===== config.mk =====
export PLATFORM = sky130hd
export DESIGN_NAME = vec_div_sequencer_flat
export DESIGN_NICKNAME = d
export VERILOG_FILES = /design/src/rtl/vec_div_sequencer_if.sv /design/src/rtl/vec_div_sequencer.sv /design/src/flat_wrapper.sv
export SDC_FILE = /design/constraint.sdc
export NUM_CORES = 1
export LEC_CHECK = 0
export CAP_MARGIN = 20
export CORE_ASPECT_RATIO = 1.4
export CORE_MARGIN = 2
export CORE_UTILIZATION = 57
export DETAILED_ROUTE_END_ITERATION = 16
export DONT_BUFFER_PORTS = 1
export PLACE_DENSITY = 0.71
export SLEW_MARGIN = 30
export SYNTH_ARGS = -nofsm -noshare
export SYNTH_HDL_FRONTEND = slang
export SYNTH_SLANG_ARGS = --single-unit

===== constraint.sdc =====
create_clock -name clk -period 2.25 [get_ports clk]
set_clock_uncertainty 0.15 [all_clocks]
set_input_delay 0.225 -clock clk [delete_from_list [all_inputs] [get_ports clk]]
set_output_delay 0.225 -clock clk [all_outputs]
set_load 0.03 [all_outputs]

===== src/rtl/vec_div_sequencer_if.sv =====
// Bundle between the vector divide sequencer, its requester and the shared
// combinational divider. The slave modport is the sequencer's view.
interface vec_div_sequencer_if #(
  parameter int N     = 8,
  parameter int LANES = 4
);
  logic                 start;
  logic [LANES*N-1:0]   a_vec;
  logic [LANES*N-1:0]   b_vec;
  logic [LANES-1:0]     mask;
  logic [N-1:0]         div_a;
  logic [N-1:0]         div_b;
  logic [N-1:0]         div_out;
  logic                 div_ovf;
  logic                 busy;
  logic                 done;
  logic [LANES*N-1:0]   result;
  logic [LANES-1:0]     ovf_flags;
  logic [LANES-1:0]     dz_flags;

  modport slave (
    input  start, a_vec, b_vec, mask, div_out, div_ovf,
    output div_a, div_b, busy, done, result, ovf_flags, dz_flags
  );

  modport master (
    output start, a_vec, b_vec, mask, div_out, div_ovf,
    input  div_a, div_b, busy, done, result, ovf_flags, dz_flags
  );
endinterface


===== src/rtl/vec_div_sequencer.sv =====
// Issues one lane per cycle of a latched vector divide to a shared signed
// divider, handling divide-by-zero locally and pulsing done when complete.
module vec_div_sequencer #(
  parameter int N     = 8,
  parameter int LANES = 4
) (
  input  logic               clk,
  input  logic               rst_n,
  vec_div_sequencer_if.slave bus
);
  localparam int IW = (LANES > 1) ? $clog2(LANES) : 1;
  localparam logic [IW-1:0] LAST = IW'(LANES - 1);

  typedef enum logic [1:0] {IDLE, RUN, DONE} state_t;

  state_t state, next_state;

  logic [IW-1:0]      idx;
  logic [LANES*N-1:0] a_lat, b_lat, result;
  logic [LANES-1:0]   mask_lat, ovf_flags, dz_flags;
  logic               busy, done;
  logic [N-1:0]       a_lane, b_lane;
  logic               lane_en, b_zero, accept, last, div_go;

  assign a_lane  = a_lat[idx*N +: N];
  assign b_lane  = b_lat[idx*N +: N];
  assign lane_en = mask_lat[idx];
  assign b_zero  = (b_lane == '0);
  assign last    = (idx == LAST);
  assign accept  = (state != RUN) && bus.start;
  assign div_go  = (state == RUN) && lane_en && !b_zero;

  always_ff @(posedge clk or negedge rst_n) begin
    if (!rst_n) state <= IDLE;
    else        state <= next_state;
  end

  always_comb begin
    next_state = state;
    unique case (state)
      IDLE:    next_state = accept ? RUN : IDLE;
      RUN:     next_state = last ? DONE : RUN;
      DONE:    next_state = accept ? RUN : IDLE;
      default: next_state = IDLE;
    endcase
  end

  // Idle divider inputs are 0/1 so the shared divider never sees a zero divisor.
  always_comb begin
    bus.div_a = '0;
    bus.div_b = N'(1);
    if (div_go) begin
      bus.div_a = a_lane;
      bus.div_b = b_lane;
    end
  end

  always_ff @(posedge clk or negedge rst_n) begin
    if (!rst_n) begin
      idx       <= '0;
      a_lat     <= '0;
      b_lat     <= '0;
      mask_lat  <= '0;
      result    <= '0;
      ovf_flags <= '0;
      dz_flags  <= '0;
      busy      <= 1'b0;
      done      <= 1'b0;
    end else begin
      busy <= (next_state == RUN);
      done <= (next_state == DONE);
      if (accept) begin
        a_lat     <= bus.a_vec;
        b_lat     <= bus.b_vec;
        mask_lat  <= bus.mask;
        result    <= '0;
        ovf_flags <= '0;
        dz_flags  <= '0;
        idx       <= '0;
      end else if (state == RUN) begin
        if (lane_en) begin
          if (b_zero) begin
            result[idx*N +: N] <= '1;
            dz_flags[idx]      <= 1'b1;
            ovf_flags[idx]     <= 1'b0;
          end else begin
            result[idx*N +: N] <= bus.div_out;
            ovf_flags[idx]     <= bus.div_ovf;
          end
        end
        idx <= last ? '0 : idx + 1'b1;
      end
    end
  end

  assign bus.busy      = busy;
  assign bus.done      = done;
  assign bus.result    = result;
  assign bus.ovf_flags = ovf_flags;
  assign bus.dz_flags  = dz_flags;
endmodule


===== src/flat_wrapper.sv =====
// flat-port wrapper written by rule: the top's interface ports become plain ports
module vec_div_sequencer_flat 
#(
  parameter int N     = 8,
  parameter int LANES = 4
)
  (clk, rst_n, bus_start, bus_a_vec, bus_b_vec, bus_mask, bus_div_out, bus_div_ovf, bus_div_a, bus_div_b, bus_busy, bus_done, bus_result, bus_ovf_flags, bus_dz_flags);
  vec_div_sequencer_if #(.N(N), .LANES(LANES)) bus_i ();
  input  logic clk;
  input  logic rst_n;
  input wire logic [$bits(bus_i.start)-1:0] bus_start;
  input wire logic [$bits(bus_i.a_vec)-1:0] bus_a_vec;
  input wire logic [$bits(bus_i.b_vec)-1:0] bus_b_vec;
  input wire logic [$bits(bus_i.mask)-1:0] bus_mask;
  input wire logic [$bits(bus_i.div_out)-1:0] bus_div_out;
  input wire logic [$bits(bus_i.div_ovf)-1:0] bus_div_ovf;
  output wire logic [$bits(bus_i.div_a)-1:0] bus_div_a;
  output wire logic [$bits(bus_i.div_b)-1:0] bus_div_b;
  output wire logic [$bits(bus_i.busy)-1:0] bus_busy;
  output wire logic [$bits(bus_i.done)-1:0] bus_done;
  output wire logic [$bits(bus_i.result)-1:0] bus_result;
  output wire logic [$bits(bus_i.ovf_flags)-1:0] bus_ovf_flags;
  output wire logic [$bits(bus_i.dz_flags)-1:0] bus_dz_flags;
  assign bus_i.start = bus_start;
  assign bus_i.a_vec = bus_a_vec;
  assign bus_i.b_vec = bus_b_vec;
  assign bus_i.mask = bus_mask;
  assign bus_i.div_out = bus_div_out;
  assign bus_i.div_ovf = bus_div_ovf;
  assign bus_div_a = bus_i.div_a;
  assign bus_div_b = bus_i.div_b;
  assign bus_busy = bus_i.busy;
  assign bus_done = bus_i.done;
  assign bus_result = bus_i.result;
  assign bus_ovf_flags = bus_i.ovf_flags;
  assign bus_dz_flags = bus_i.dz_flags;
  vec_div_sequencer #(.N(N), .LANES(LANES)) u_core (.clk(clk), .rst_n(rst_n), .bus(bus_i));
endmodule

# After elaboration in Yosys (flattened, before gate mapping)
# Index checks and enable logic that the tools add are counted.
[totals] latchBits=0 output_inout_bits=58 ramBits=0 register_bits=114 memories=0 rom_bits=0
[classes] div_mod_pow=0 n_lt_le_gt_ge=2 n_mul=0 n_addsub=2 bitwise=3 n_eq_ne=6 n_mux=27 shift=5 reduce_logical=13
[ops] op="$mux 32" n=4
[ops] op="$bwmux 32" n=2
[ops] op="$shiftx 32x6->8" n=2
[ops] op="$neg 5->34" n=1
[ops] op="$shift 8x34->32 const A" n=1
[ops] op="$shiftx 8x34->32" n=1
[ops] op="$shiftx 8x34->32 const A" n=1
[ops] op="$mux 4" n=8
[ops] op="$mux 8" n=2
[ops] op="$logic_not 8->1" n=1
[ops] op="$mux 2" n=4
[ops] op="$eq 2x2->1 const B" n=3
[ops] op="$reduce_bool 2->1" n=3
[ops] op="$and 4x4->4" n=1
[ops] op="$bwmux 4" n=1
[ops] op="$eq 2x1->1 const B" n=2
[ops] op="$logic_and 1x1->1" n=4
[ops] op="$not 4->4" n=1
[ops] op="$or 4x4->4" n=1
[ops] op="$pmux 2 s2" n=1
[ops] op="$lt 2x3->1 const B" n=1
[ops] op="$mux 1" n=3
[ops] op="$reduce_and 3->1" n=1
[ops] op="$add 2x1->2 const B" n=1
[ops] op="other kinds (8)" n=8

# Logic depth before layout (Yosys ltp)
[logic_depth] depth_word=10 ltp_mapped=9

# Worst setup path after synthesis
# OpenSTA, ideal clock, no wires.
[synth_timing] path_type="register to register" start="reg u_core.idx[1]" end="reg u_core.result[10], in the netlist u_core.bus.result[10]" path_buffers=2 stages_incl_launch_ff=8 setup_time_ps=82 required_ps=2018 arrival_ps=2206 path_slack_ps=-188 synth_period_minus_slack_ps=2438 path_cell_list="dfrtp_1 -> buf_2 -> buf_1 -> inv_1 -> ha_1 -> nor3b_1 -> nand2_1 -> a31oi_1"
[synth_between] elab_chain_cells=7 elab_cells_between_ends=16
[synth_rtl] item="from (decl)" line_no="vec_div_sequencer.sv:18" source="logic [IW-1:0] idx;"
[synth_rtl] item="from (signal assigned)" line_no="vec_div_sequencer.sv:91" source="idx <= last ? '0 : idx + 1'b1;"
[synth_rtl] item="$neg 5->34" line_no="vec_div_sequencer.sv:83, vec_div_sequencer.sv:87"
[synth_rtl] item="$shiftx 8x34->32 (tied with other cells)" line_no="vec_div_sequencer.sv:87" source="result[idx*N +: N] <= bus.div_out;"
[synth_rtl] item="$bwmux 32 (on tied branches)" line_no="vec_div_sequencer.sv:87, vec_div_sequencer.sv:83"
[synth_rtl] item="$mux 32" line_no="vec_div_sequencer.sv:82" source="if (b_zero) begin"
[synth_rtl] item="$mux 32" line_no="vec_div_sequencer.sv:81" source="if (lane_en) begin"
[synth_rtl] item="$mux 32" line_no="vec_div_sequencer.sv:80" source="end else if (state == RUN) begin"
[synth_rtl] item="$mux 32" line_no="vec_div_sequencer.sv:72" source="if (accept) begin"
[synth_rtl] item="to (signal, indexed assignment)" line_no="vec_div_sequencer.sv:87"
[synth_rtl] item="to (decl)" line_no="vec_div_sequencer.sv:19" source="logic [LANES*N-1:0] a_lat, b_lat, result;"
# Several ways; a longest one is shown, not always the timed one. The select of a mux whose other input is x is not followed.
# A chain may end at the register's enable or synchronous reset.

# Worst setup path after layout
[layout_timing] start="reg u_core.idx[0]" end="out bus_div_b[0]"
[layout_between] elab_chain_cells=5 elab_cells_between_ends=8
[layout_rtl] item="$shiftx 32x6->8 / $bmux 1 s2 (equally long branches)" line_no="vec_div_sequencer.sv:26, vec_div_sequencer.sv:27"
[layout_rtl] item="$logic_not 8->1 / $mux 1 (equally long branches)" line_no="vec_div_sequencer.sv:28, vec_div_sequencer.sv:27"
[layout_rtl] item="$logic_not 1->1 / $logic_and 1x1->1 (equally long branches)" line_no="vec_div_sequencer.sv:31" source="assign div_go = (state == RUN) && lane_en && !b_zero;"
[layout_rtl] item="$logic_and 1x1->1" line_no="vec_div_sequencer.sv:31"
[layout_rtl] item="$mux 8 (*)" line_no="vec_div_sequencer.sv:52" source="if (div_go) begin"
[layout_rtl] item="to (decl)" line_no="flat_wrapper.sv:18" source="output wire logic [$bits(bus_i.div_b)-1:0] bus_div_b;"
# Every way passes the cells marked *; elsewhere a longest branch is shown, timed or not. The select of a mux whose other input is x is not followed.

==> out/qor.yml <==
synth_flop_cell: "dfrtp_1"
ff_latch_area_mm2: 0.00285
final_cell_mix: "dfrtp_1, dlygate4sd3_1, mux2_2"
drt_wl_total_um: 13200
cp.arrival_ns: 2.30
synth_mux_area_share_pct: 22.6
critPathCaptureType: "primary output"
ioPinCount: 138
synth_nets: 482
synth_top_cell_area_share_pct: 55.9
start_util_pct: 58.9
r2r_end: "u_core.bus.ovf_flags[3]"
timing_worst_slew_pin_value_ns: 0.424
numClockSinks: 114
insertion_delay_ns: 0.41
min_period_over_period_pct: 119
cp_data_required_time_ns: 1.88
slew_violations: 0
cp_slowest_cell: "mux4_2"
placementRows: 40
worst_setup_path_start_kind: "register"
grt_pass1_vias: 3971
path_cells: "buf_12, buf_4, mux4_2, nor4_2, nand2_1, buf_4, nand3b_1, buf_6"
min_period_ns: 2.68
synth_top_cell_by_area: "dfrtp_1"
root_buffer: "clkbuf_16"
htree_num_levels: 4
r2r_cells: 8
power_mw: 11.5
cp_num_buf_inv: 4
hold_viol: 114
status: "finished, violations left"
power_density_mw_per_mm2: 1650
async_flop_share_pct: 100
synthSimpleGateAreaFrac_pct: 7.80
cp-endpoint: "bus_div_b[0]"
hold_path.class: "in2async"
routabilityCongestion: 0.865
synth.area.top_cells: "dfrtp_1, mux2_2, mux4_2"
core_area_mm2: 0.00866
fin_cells: 609
path_clk_slew_ns: 0.06
die_width_um: 84.0
fill_cells: 475
antenna_found_initial: 0
grt_max_degree: 115
io_buffers: 0
nets: 578
synth-seq-area-share_pct: 55.9
via_per_inst: 5.97
multiInputGateArea_mm2: 0.00223
clockBufferDepth: 2
r2r-start: "u_core.idx[0]"
cp_max_fo: 5
cts_buffers: 17
wl_per_cell_um: 21.6
dp.cells: 496
path_delay_family: "buffers and inverters"
slew_headroom_pct: 71.7
die_height_um: 116
synthAdderAreaFrac_pct: 1.72
setup_violations: 18
vias: 3634
setup_tns_ns: -4.15
r2r_slack_ns: 0
cp_num_cells: 8
fin_ws_ns: -0.426
grt_pass1_wl_um: 21000
yosys_warnings: 0
synth_top_family_by_area: "multiplexers"
dp_hpwl_um: 7660
critPathMaxStageDelay_ns: 0.54
whs_ns: -0.637
synthCells: 395
crit_top_cell: "buf_4"
maxCapViolations: 0
ant_nets: 0
synth_compound_gate_area_share_pct: 8.80
dieArea_mm2: 0.00973
startpoint: "u_core.idx[0]"
grt_usage_pct: 28.6
area_growth_pct: 37.3
ys_ff_latch: 114
drt_iter0_drc: 157
synth_xor_xnor_area_share_pct: 0
ys_types: 28
avgSynthCellArea_um2: 12.9
rsz0062_at_grt: "yes"
syn-cell-area_mm2: 0.00510
critical_path_class: "reg2out"
ctsHoldBuffers: 78
p_leak_nw: 3.00
violations: "hold timing, setup timing"
fmax_mhz: 374
firstDrtPassIters: 4
mostFrequentLayoutCell: "dfrtp_1"
drc: 0
overflow: 0
synth_edf_count: 0
drive_above_1_share_pct: 35.6
vdd_ir_drop_max_mv: 1.02
cts_tree: "built"
## Yosys cell counts (3+ instances only)
master	n
a21oi_1	32
a31oi_1	32
a32o_1	4
and2_1	5
and3_1	21
buf_2	7
buf_6	3
clkbuf_1	19
dfrtp_1	114
ha_1	7
inv_1	3
mux2_2	68
mux4_2	16
nand2_1	43
o21ai_0	4
## per-stage QoR
stage	setup slack, ns	area (µm²)	util (%)
final	-0.426	7010	80.9
after global placement	-0.0670	5390	62.3
after CTS	-0.413	6930	80.0
after detailed placement	-0.126	5390	62.3
after floorplan	-0.0505	5160	-
after global routing	-0.494	7000	80.9
## worst register-to-register path: cells and delay by family, from the launching register on
| family | cells | cell delay (ns) |
|---|---|---|
| compound gates | 1 | 0.22 |
| buf+inv | 4 | 0.56 |
| simple gates | 2 | 0.27 |
| flops | 1 | 0.40 |
| mux | 1 | 0.55 |
## sequential cells by signal (all words and copies together) (netlist names)
| name | cells |
|---|---|
| u_core.mask_lat | 4 |
| u_core.state | 2 |
| u_core.bus.ovf_flags | 4 |
| u_core.bus.dz_flags | 4 |
| u_core.a_lat | 32 |
| u_core.idx | 2 |
| u_core.bus.done | 1 |
| u_core.b_lat | 32 |
| u_core.bus.result | 32 |
| u_core.bus.busy | 1 |
## final cells by class
type,instances,share of cell area (%)
clock buffers,22,7.05
flip-flops and latches,114,40.7
multi-input cells,247,31.9
clock inverters,9,2.84
diodes,1,0.0357
inverters,3,0.161
repair buffers,108,15.4
well taps,105,1.88
## cells by family after synthesis
| kind of cell | count (synthesis) |
|---|---|
| buffers and inverters | 34 |
| multiplexers | 85 |
| adder cells (fa/ha/maj) | 7 |
| AND/OR/NAND/NOR | 79 |
| AO/OA/AOI/OAI | 76 |
| flip-flops | 114 |
## what timing repair did
item	CTS	global route
hold endpoints to repair	222	114
pin swaps	0	0
buffers inserted	2	1
gates cloned	0	0
endpoints found under the setup margin	52	44
resized for setup	15	15
## worst min-delay path by stage
stage,slack [ns],startpoint,to,cells after the start
CTS,-0.65,rst_n,u_core.a_lat[5],0
finish,-0.64,rst_n,u_core.a_lat[5],0
floorplan,-0.22,rst_n,u_core.a_lat[0],0
global placement,-0.22,rst_n,u_core.bus.result[7],0
detailed placement,-0.22,rst_n,u_core.bus.result[3],0
global route,-0.66,rst_n,u_core.a_lat[15],0
## power by group
part / internal (mW) / leakage (nW) / switching (mW)
Sequential: 2.95 / 1.40 / 0.981
Combinational: 2.28 / 1.25 / 2.19
Clock: 2.22 / 0.342 / 0.914
Total: 7.45 / 3.00 / 4.09
## metal layers
metal | GRT usage, % | up-vias | routed length, µm
li1 | - | 1649 | -
met1 | 31.2 | 1822 | 4710
met2 | 50.9 | 135 | 7320
met3 | 10.3 | 28 | 807
met4 | 11.2 | 0 | 318
met5 | 0 | - | 0
Power figures use the tool's default switching activity.
